### src/rtl/bp_pkg.sv
// Shared types and constants for the branch predictor controller.
package bp_pkg;

  // Mispredict recovery sequencing
  typedef enum logic [1:0] {
    IDLE    = 2'd0,
    FLUSH   = 2'd1,
    RECOVER = 2'd2
  } bp_state_e;

  // Control-flow opcodes (RV32 major opcodes)
  localparam logic [6:0] OP_BRANCH = 7'b1100011;
  localparam logic [6:0] OP_JAL    = 7'b1101111;
  localparam logic [6:0] OP_JALR   = 7'b1100111;

  // 2-bit saturating counter encodings
  localparam logic [1:0] SNT = 2'b00;
  localparam logic [1:0] WNT = 2'b01;
  localparam logic [1:0] WT  = 2'b10;
  localparam logic [1:0] ST  = 2'b11;

  typedef enum logic [1:0] {
    UPD_BR   = 2'd0,
    UPD_JAL  = 2'd1,
    UPD_JALR = 2'd2
  } upd_kind_e;

  // Table write request produced at a resolve event
  typedef struct packed {
    logic        en;
    upd_kind_e   kind;
    logic [31:0] pc;
    logic        taken;
    logic [29:0] target;
  } bp_upd_t;

  // Saturating step of a 2-bit counter
  function automatic logic [1:0] sat_next(input logic [1:0] c, input logic up);
    if (up) return (c == ST)  ? ST  : c + 2'd1;
    else    return (c == SNT) ? SNT : c - 2'd1;
  endfunction

endpackage

### src/rtl/bp_table.sv
// Direct-mapped branch history/target table: combinational lookup, update on
// the clock edge with no write-to-read bypass.
module bp_table
  import bp_pkg::*;
#(
  parameter int ENTRIES = 16
) (
  input  logic        clk,
  input  logic        rst,
  input  logic [31:0] lk_pc,
  output logic        lk_taken,
  output logic [31:0] lk_target,
  input  bp_upd_t     upd
);
  localparam int IDX_W = $clog2(ENTRIES);
  localparam int TAG_W = 30 - IDX_W;

  logic [ENTRIES-1:0]            vld;
  logic [ENTRIES-1:0][TAG_W-1:0] tag;
  logic [ENTRIES-1:0][29:0]      tgt;
  logic [ENTRIES-1:0][1:0]       ctr;

  logic [IDX_W-1:0] lk_idx, u_idx;
  logic             lk_hit, u_hit;

  // Lookup and update-side hit detection
  always_comb begin
    lk_idx    = lk_pc[IDX_W+1:2];
    lk_hit    = vld[lk_idx] && (tag[lk_idx] == lk_pc[31:IDX_W+2]);
    lk_taken  = lk_hit && ctr[lk_idx][1];
    lk_target = lk_hit ? {tgt[lk_idx], 2'b00} : lk_pc + 32'd4;
    u_idx     = upd.pc[IDX_W+1:2];
    u_hit     = vld[u_idx] && (tag[u_idx] == upd.pc[31:IDX_W+2]);
  end

  // Entry storage: train counters, allocate on taken/JAL, drop JALR entries
  always_ff @(posedge clk or posedge rst) begin
    if (rst) begin
      vld <= '0;
      tag <= '0;
      tgt <= '0;
      ctr <= {ENTRIES{WNT}};
    end else if (upd.en) begin
      case (upd.kind)
        UPD_BR: begin
          if (u_hit) begin
            ctr[u_idx] <= sat_next(ctr[u_idx], upd.taken);
          end else if (upd.taken) begin
            vld[u_idx] <= 1'b1;
            tag[u_idx] <= upd.pc[31:IDX_W+2];
            tgt[u_idx] <= upd.target;
            ctr[u_idx] <= WT;
          end
        end
        UPD_JAL: begin
          vld[u_idx] <= 1'b1;
          tag[u_idx] <= upd.pc[31:IDX_W+2];
          tgt[u_idx] <= upd.target;
          ctr[u_idx] <= ST;
        end
        UPD_JALR: begin
          if (u_hit) vld[u_idx] <= 1'b0;
        end
        default: ;
      endcase
    end
  end

endmodule

### src/rtl/branch_pred_ctrl.sv
// Branch predictor controller: fetch lookup, execute-stage resolve, mispredict
// flush/redirect sequencing. Optional perf counters under BRANCH_PERF_CNT_EN.
module branch_pred_ctrl
  import bp_pkg::*;
#(
  parameter int BHT_ENTRIES = 16
) (
  input  logic        clk,
  input  logic        rst,
  input  logic [31:0] if_pc,
  output logic        pred_taken,
  output logic [31:0] pred_target,
  input  logic        ex_valid,
  input  logic [31:0] ex_pc,
  input  logic [6:0]  ex_opcode,
  input  logic        ex_br_taken,
  input  logic [31:0] ex_target,
  input  logic        ex_pred_taken,
  input  logic [31:0] ex_pred_target,
  output logic        flush,
  output logic        redirect,
  output logic [31:0] redirect_pc,
  output logic [31:0] perf_br_cnt,
  output logic [31:0] perf_miss_cnt
);
  bp_state_e state, state_nxt;
  logic      is_br, is_jal, is_jalr, resolve, taken_eff, mispred;
  bp_upd_t   upd;

  // Classify the execute-stage instruction and detect a mispredict
  always_comb begin
    is_br     = (ex_opcode == OP_BRANCH);
    is_jal    = (ex_opcode == OP_JAL);
    is_jalr   = (ex_opcode == OP_JALR);
    resolve   = ex_valid && (state == IDLE) && (is_br || is_jal || is_jalr);
    taken_eff = is_br ? ex_br_taken : 1'b1;
    mispred   = (taken_eff != ex_pred_taken) ||
                (taken_eff && ex_pred_taken && (ex_target != ex_pred_target));
    upd.en     = resolve;
    upd.kind   = is_jal ? UPD_JAL : (is_jalr ? UPD_JALR : UPD_BR);
    upd.pc     = ex_pc;
    upd.taken  = taken_eff;
    upd.target = ex_target[31:2];
  end

  bp_table #(.ENTRIES(BHT_ENTRIES)) u_table (
    .clk       (clk),
    .rst       (rst),
    .lk_pc     (if_pc),
    .lk_taken  (pred_taken),
    .lk_target (pred_target),
    .upd       (upd)
  );

  // Recovery state register
  always_ff @(posedge clk or posedge rst) begin
    if (rst) state <= IDLE;
    else     state <= state_nxt;
  end

  // Next state and flush/redirect decode
  always_comb begin
    state_nxt = state;
    flush     = 1'b0;
    redirect  = 1'b0;
    case (state)
      IDLE:    if (resolve && mispred) state_nxt = FLUSH;
      FLUSH: begin
        flush     = 1'b1;
        redirect  = 1'b1;
        state_nxt = RECOVER;
      end
      RECOVER: state_nxt = IDLE;
      default: state_nxt = IDLE;
    endcase
  end

  // Capture the correct-path PC at the resolve edge; held until the next mispredict
  always_ff @(posedge clk or posedge rst) begin
    if (rst)                    redirect_pc <= '0;
    else if (resolve && mispred) redirect_pc <= taken_eff ? ex_target : ex_pc + 32'd4;
  end

`ifdef BRANCH_PERF_CNT_EN
  // Saturating resolve / mispredict event counters
  always_ff @(posedge clk or posedge rst) begin
    if (rst) begin
      perf_br_cnt   <= '0;
      perf_miss_cnt <= '0;
    end else if (resolve) begin
      if (perf_br_cnt != '1)               perf_br_cnt   <= perf_br_cnt + 32'd1;
      if (mispred && perf_miss_cnt != '1)  perf_miss_cnt <= perf_miss_cnt + 32'd1;
    end
  end
`else
  assign perf_br_cnt   = '0;
  assign perf_miss_cnt = '0;
`endif

endmodule

### config.mk
export PLATFORM = sky130hd
export DESIGN_NAME = branch_pred_ctrl
export DESIGN_NICKNAME = d
export VERILOG_FILES = /design/src/rtl/bp_pkg.sv /design/src/rtl/bp_table.sv /design/src/rtl/branch_pred_ctrl.sv
export SDC_FILE = /design/constraint.sdc
export NUM_CORES = 2
export LEC_CHECK = 0
export CORE_UTILIZATION = 50
export CTS_BUF_LIST = sky130_fd_sc_hd__clkbuf_8 sky130_fd_sc_hd__clkbuf_16
export CTS_CLUSTER_SIZE = 25
export DETAILED_ROUTE_END_ITERATION = 12
export PLACE_DENSITY = 0.7
export SYNTH_ARGS = -nofsm -noshare
export SYNTH_HDL_FRONTEND = slang
export SYNTH_SLANG_ARGS = --single-unit
### constraint.sdc
create_clock -name clk -period 40 [get_ports clk]
set_input_delay 8 -clock clk [delete_from_list [all_inputs] [get_ports clk]]
set_output_delay 8 -clock clk [all_outputs]
set_load 0.02 [all_outputs]
==> metrics <==
slowest CP cell buf_12; CP startpoint kind primary input; Pleak ~0.026 uW; CTS buffer count a little over 100; r2r setup slk ~35 ns; CTS root buffer clkbuf_16; Final Setup Violations 0; post-synth top area cell dfrtp_1; synthesized cell area about 52000 um2; Clk pwr share 0.425; CTS tree built; Comb power frac 0.110; final hold vios 0; CP endpoint pred_target[31]; Synth-to-Final Area Change 11.1%; max-cap violations 0; Worst R2R Start u_table.tag[410]$_DFFE_PP0P_; worst vdd ir 34.8 uV; drt pass-1 iters 5; die height 325 um; Residual DRC 0; switching share of power 0.252; Core Region approximately 100000 um2; most frequent cells in the layout dfrtp_1, mux2_2, mux4_2; gpl congestion 0.932; Post-synth EDFFs 0; post-synthesis sequential area ratio 0.469; Synth Area in Adders 0.00163; post-synthesis xor/xnor area fraction 0.0208; most common cell after layout, fill and taps aside dfrtp_1; fraction of layout cells with a size suffix above 1 0.407; TNS Setup 0 ns; Initial Util 0.504; cts hold-fix bufs 0; Gates resized, CTS repair 0; GRT Util Overall 0.295; antenna violations before repair 10; die area about 110000 um2; Max Fanout on Critical Path ~140; Layout Utilization 0.560; cell area after placement between 50000 and 60000 um2; sequential power share 0.465; R2R depth 12; Worst slew margin 0.180; simple-gate share of the synthesized area 0.0388; Primary FF master, synth dfrtp_1; largest family of logic cells by synthesized area multiplexers; Clock Pin Slew Worst Setup and Hold Paths around 0.06 ns; clock tree sinks about 980; Crit Path Category primary input to output port; WP data arrival ~13 ns; htree depth 3; fmax just under 0.05 GHz; worst hold path class register to register; Switch Pwr 572 uW; vias per cell 6.47; nets@finish 3795; Post-DRT Antenna Nets 0; design internal power about 1700 uW; GRT overflow 0; crit-path cells buf_8, buf_12, mux4_2, mux4_2, xnor2_1, nand4_1, nor4_1, nand4_1, buf_4, a21oi_1, clkdlybuf4s50_1; Least-Margin Pin Slew approximately 1.2 ns; share of Yosys cell area claimed by the top area cell type 0.461; CP required 32.00 ns; total power 2270 uW; Post-Syn Instances roughly 3600; max incr delay on CP 0.66 ns; Distinct cells, synth 80; Final HPWL DP approximately 96 mm; Worst Setup SP if_pc[3]; Rows 118; pwr dens slightly below 40 nW/um2; post-synthesis compound-gate area fraction 0.0302; fin crit period about 20 ns; Worst-Skew Late Latency 0.71 ns; crit end category output port; CTS max path bufs 3; setup repair bufs after CTS 0; reg2reg end u_table.tag[252]$_DFFE_PP0P_; IO Port Bufs just over 200; drt wl/cell approximately 30 um; Die Wd about 330 um; Slew Viols, Final 0; Inst Count DP between 4000 and 5000; I/O pin count around 270; ys async rst share 1.00; status completed; crit share post-route 0.513; mux contribution to synthesized area 0.391; Detailed Route WL about 150 mm; hold path depth 1; syn avg cell area approximately 14 um2; total number of vias ~33000; Iter 0 DRT Violations 3635; vias in the first global route 33100; largest net degree at the start of global routing 137; Fin Clk Skew between 0.04 and 0.05 ns; Final Cell Area a little under 60000 um2; synthesis-stage register bit count just under 1000; Synthesis Warnings 0; unrepaired setup endpoints after global routing false; first-pass GRT wire length roughly 230 mm; Synth area leaders dfrtp_1, mux4_2, mux2_2, mux2_4, mux2i_1; Final Instance Count excl. Fillers ~5100
## Yosys cell counts, types with 5 or more instances
master and n:
xor2_1 35, a211o_1 14, or3_1 7, nand3_1 55
nor2_1 116, dfrtp_1 962, a22o_1 9, xnor2_1 89
nor2b_1 12, clkbuf_2 7, buf_4 75, o211ai_1 11
nand2_1 94, clkbuf_1 174, mux4_2 377, a21oi_1 65
buf_2 52, o21ai_0 72, and3_1 15, o31ai_1 6
ha_1 6, buf_1 39, a31oi_1 5, nor3_1 19
a22oi_1 20, nand4_1 30, inv_1 20, dfstp_2 16
mux2_2 720, nor4_1 10, and2_1 23, buf_6 67
nand2b_1 9, mux2_1 84, mux2i_1 102, mux2_4 120
## power by group through the flow
stage          registers, uW  logic (uW)  clock network [uW]
2_1_floorplan           1070         163                   0
6_report                1050         249                 966
3_3_place_gp            1070         245                   0
4_1_cts                 1050         249                 980
5_1_grt                 1060         265                1020
3_5_place_dp            1070         248                   0
## flip-flops by register name, summed over array words and instances, names as in the netlist, named ones only
register / count
u_table.tag: 416
u_table.tgt: 480
u_table.ctr: 32
state: 2
redirect_pc: 32
## metrics by stage
stage	setup WS (ns)	hold WS, ns
6_report	19.46	0.458
3_5_place_dp	19.33	0.447
5_1_grt	19.11	0.490
2_1_floorplan	4.51	0.426
4_1_cts	19.32	0.455
3_3_place_gp	19.38	0.441
## cell families (layout without fill, tap and decap cells)
group,after synthesis,count (layout)
buffers and inverters,437,488
AOI/OAI and AO/OA,243,243
DFF,978,978
and+or+nand+nor,414,414
adders and majority gates,7,7
xor gates and xnor gates,124,124
other,1,67
muxes,1404,1404
## worst max-delay path: cells and delay by family
family | cells | cell delay [ns]
buffers and inverters | 4 | 2.15
multiplexers | 2 | 1.07
AND/OR/NAND/NOR | 3 | 0.56
XOR/XNOR | 1 | 0.34
AO/OA/AOI/OAI | 1 | 0.26
## per-layer routing
| metal | track usage | vias up | wire length, um |
|---|---|---|---|
| met5 | 0 | - | 104 |
| met4 | 0.110 | 16 | 5890 |
| met3 | 0.0723 | 322 | 15300 |
| met2 | 0.440 | 1677 | 69500 |
| met1 | 0.421 | 17600 | 63900 |
| li1 | - | 13400 | - |
## worst min-delay path by stage
| stage | from | to |
|---|---|---|
| after detailed placement | state[1]$_DFFE_PP0P_ | state[1]$_DFFE_PP0P_ |
| after global placement | state[1]$_DFFE_PP0P_ | state[1]$_DFFE_PP0P_ |
| final | state[1]$_DFFE_PP0P_ | state[1]$_DFFE_PP0P_ |
| after floorplan | state[1]$_DFFE_PP0P_ | state[1]$_DFFE_PP0P_ |
| after CTS | state[1]$_DFFE_PP0P_ | state[1]$_DFFE_PP0P_ |
| after global routing | state[1]$_DFFE_PP0P_ | state[1]$_DFFE_PP0P_ |
## area by class of cell
type | instances | area [um2]
Antenna cell | 3 | 7.51
Clock inverter | 47 | 470
Inverter | 22 | 90.1
Multi-Input combinational cell | 2256 | 25500
Timing Repair Buffer | 290 | 2720
Sequential cell | 978 | 24500
Tap cell | 1380 | 1730
Clock buffer | 129 | 2940
Fill cell | 8251 | 45500
Note: power is estimated with default switching activity, not from simulation.
